$ cat config.mk
export PLATFORM = sky130hd
export DESIGN_NAME = ripple_carry_adder_32
export DESIGN_NICKNAME = d
export VERILOG_FILES = /design/src/rtl/ripple_carry_adder_32_pkg.sv /design/src/rtl/ripple_carry_adder_32_fa_cell.sv /design/src/rtl/ripple_carry_adder_32.sv
export SDC_FILE = /design/constraint.sdc
export NUM_CORES = 1
export LEC_CHECK = 0
export ABC_AREA = 1
export CAP_MARGIN = 10
export CORE_UTILIZATION = 25
export CTS_BUF_LIST = sky130_fd_sc_hd__clkbuf_8
export DETAILED_ROUTE_END_ITERATION = 10
export PLACE_DENSITY = 0.71
export SYNTH_ARGS = -nofsm -noshare
export SYNTH_HDL_FRONTEND = slang
export SYNTH_SLANG_ARGS = --single-unit
$ cat constraint.sdc
create_clock -name clk -period 32.2 [get_ports clk]
set_clock_uncertainty 0.2 [all_clocks]
set_input_delay 9.66 -clock clk [delete_from_list [all_inputs] [get_ports clk]]
set_output_delay 9.66 -clock clk [all_outputs]
set_load 0.02 [all_outputs]
$ cat src/rtl/ripple_carry_adder_32_pkg.sv
// Shared constants and result type for the 32-bit ripple-carry adder.
package ripple_carry_adder_32_pkg;

  localparam int ADDER_WIDTH = 32;

  typedef struct packed {
    logic                   ovf;
    logic                   cout;
    logic [ADDER_WIDTH-1:0] sum;
  } add_result_t;

endpackage : ripple_carry_adder_32_pkg

$ cat src/rtl/ripple_carry_adder_32_fa_cell.sv
// One-bit full adder: the repeating stage of the ripple-carry chain.
module fa_cell (
  input  logic a,
  input  logic b,
  input  logic ci,
  output logic s,
  output logic co
);

  assign s  = a ^ b ^ ci;
  assign co = (a & b) | (a & ci) | (b & ci);

endmodule : fa_cell

$ cat src/rtl/ripple_carry_adder_32.sv
// 32-bit ripple-carry adder with combinational result, signed overflow flag,
// and a one-cycle registered copy of all three outputs.
module ripple_carry_adder_32
  import ripple_carry_adder_32_pkg::*;
#(
  parameter int WIDTH = ADDER_WIDTH
) (
  input  logic             clk,
  input  logic             rst,
  input  logic [WIDTH-1:0] in1,
  input  logic [WIDTH-1:0] in2,
  input  logic             cin,
  output logic [WIDTH-1:0] sum,
  output logic             cout,
  output logic             ovf,
  output logic [WIDTH-1:0] sum_q,
  output logic             cout_q,
  output logic             ovf_q
);

  logic [WIDTH:0] carry;

  assign carry[0] = cin;

  for (genvar i = 0; i < WIDTH; i++) begin : g_stage
    fa_cell u_fa (
      .a  (in1[i]),
      .b  (in2[i]),
      .ci (carry[i]),
      .s  (sum[i]),
      .co (carry[i+1])
    );
  end

  assign cout = carry[WIDTH];
  // Signed overflow: carry into the sign bit disagrees with carry out of it.
  assign ovf  = carry[WIDTH] ^ carry[WIDTH-1];

  // NOTE: sequential state uses non-blocking assignments so every register
  // samples the pre-edge values, independent of statement order.
  always_ff @(posedge clk or posedge rst) begin
    if (rst) begin
      sum_q  <= '0;
      cout_q <= 1'b0;
      ovf_q  <= 1'b0;
    end else begin
      sum_q  <= sum;
      cout_q <= cout;
      ovf_q  <= ovf;
    end
  end

endmodule : ripple_carry_adder_32

==> reports/results.ini <==
[power]
peakVddDrop_mv=0.0202
power.density_nw_per_um2=52.7
total_power_uw=166
p_leak_nw=1.26

[cells_and_area]
diodes=0
final_cell_count_no_fill=319
nNetsFinal=321
drive_gt1_share_pct=14.3
fill_cells=633
syn_to_final_growth_pct=76.8
multi_input_area_sq_um=702
register_area_sq_um=851

[sta]
tns_ns=0
hold_viol=0
period_share_pct=98.9
fmax_mhz=31.4
fin_ws_ns=0.340
finalMaxSlewViolations=0
holdWs_ns=9.57
max-slew-margin-rel_pct=70.6
finalSetupViolations=0
worstMarginPinSlew_ns=0.441
period_minus_slack_ns=31.86
rsz0062_at_grt=no

[drt]
drt-initial-drc-count=12
vias=1162
wl_per_cell_microns=12.9
drcViolationCount=0
first_pass_iters=2
viasPerCell=3.64
ant_nets=0
drt_wl_total_mm=4.11

[placement]
dp_hpwl_mm=3.49
gp_congestion=0.684
dp.cells=311
io_buffer_count=134
place_ws_ns=-1.20

[outcome]
status=finished clean

[worst_setup_path]
max_stage_delay_ns=0.40
arrival_ns=22.00
crit_type=primary input to output pin
endpoint_kind=output pin
path_delay_family=adder cells
timing.critical_path.mode_cell=fa_2
required_ns=22.34
path_max_fanout=3
crit_buf_inv=6
slowest_stage=clkdlybuf4s50_1
critPathLaunchType=primary input

[floorplanning]
core_sq_um=6830
die_x_microns=86.5
num_rows=30
io_pins=135
fp.dieArea_sq_um=7480
die_h_microns=86.5
start_util_pct=26.1

[clock_network]
clk_pin_slew_ns=0.07
post-cts-setup-buffer-count=0
hold_buffers=0
cts_tree=built
h-tree-depth=2
clk_path_buf_depth=2
cts_sinks=34
ctsRootBufferMaster=clkbuf_8
numCtsBuffers=5

[synth]
syn_avg_cell_area_sq_um=15.9
syn_area_sq_um=1780
netlist_instances=112
ys_seq_area_share_pct=47.7
synth_cell_types=6
yosys_warnings=0
ys_ff_latch=34
syn-num-nets=211

[grt]
antenna_found_initial=0
grt-ovfl-total=0
grt_first_pass_wirelength_mm=6.10
grt_max_degree=35
grt_usage_pct=11.2
grt_pass1_vias=1299

[worst_hold_path]
hold_path_class=primary input to asynchronous set/reset pin

[job]
drv_cap=0

per-stage QoR:
stage / util (%) / area [sq um]
floorplan: - / 1780
global placement: 44.1 / 3010
detailed placement: 44.1 / 3010
CTS: 46.0 / 3140
global route: 46.2 / 3150
finish: 46.2 / 3150
timing repair:
item	4_1_cts	5_1_grt
gates resized for setup	25	5
setup endpoints to repair	5	4
cloned	0	0
final timing paths:
| kind | from | to | slack [ns] | depth (start not counted) |
|---|---|---|---|---|
| hold / removal | rst | sum_q[12] | 9.57 | 3 |
| setup / recovery | in1[0] | ovf | 0.34 | 40 |
| max in group asynchronous | rst | sum_q[29] | 21.91 | 3 |
| min in group clk | cin | sum_q[0] | 9.87 | 4 |
synthesized netlist by cell type:
master    n  area [sq um]
nand2_1   3          11.3
dfrtp_1  34           851
inv_1    10          37.5
fa_1     32           641
buf_4    32           240
inv_2     1          3.75
cell type report:
class                           instances  area share (%)
Clock buffer                            6            2.62
Clock inverter                          2           0.397
Inverter                               11            1.31
Multi-Input combinational cell         35            22.3
Sequential cell                        34            27.0
Tap cell                               96            3.81
Timing Repair Buffer                  135            42.6
cells by family (layout without fill, tap and decap cells):
logic type,count (synthesis),count (layout),share of synthesized area [%]
DFF,34,34,47.7
adders and majority gates,32,32,35.9
buffers and inverters,43,154,15.8
and+or+nand+nor,3,3,0.631
per-layer routing:
| metal | track usage [%] | wire length, microns | part of all wire, % | vias up |
|---|---|---|---|---|
| met4 | 3.18 | 44 | 1.1 | 0 |
| met3 | 6.57 | 576 | 14 | 6 |
| li1 | - | - | - | 518 |
| met5 | 0 | 0 | 0 | - |
| met1 | 10.5 | 1320 | 32 | 555 |
| met2 | 20.3 | 2160 | 53 | 83 |
where the power goes:
part / internal, mW / total [mW] / switching (mW)
combinational: 0.0415 / 0.0804 / 0.0389
clock: 0.0172 / 0.0331 / 0.0159
sequential: 0.0509 / 0.0528 / 0.00194
placed cells by master, fill, tap and decap left out, types with 2 or more instances in the layout:
cell and n:
inv_1 10, fa_2 20, nand2_1 3, clkbuf_8 6
buf_4 2, fa_1 12, clkdlybuf4s50_1 130, dlygate4sd2_1 2
dfrtp_1 34
state kept, by name, indices dropped and copies added, names as in the netlist:
name	cells
sum_q	32
ovf_q	1
cout_q	1
Note: power is estimated with default switching activity, not from simulation.
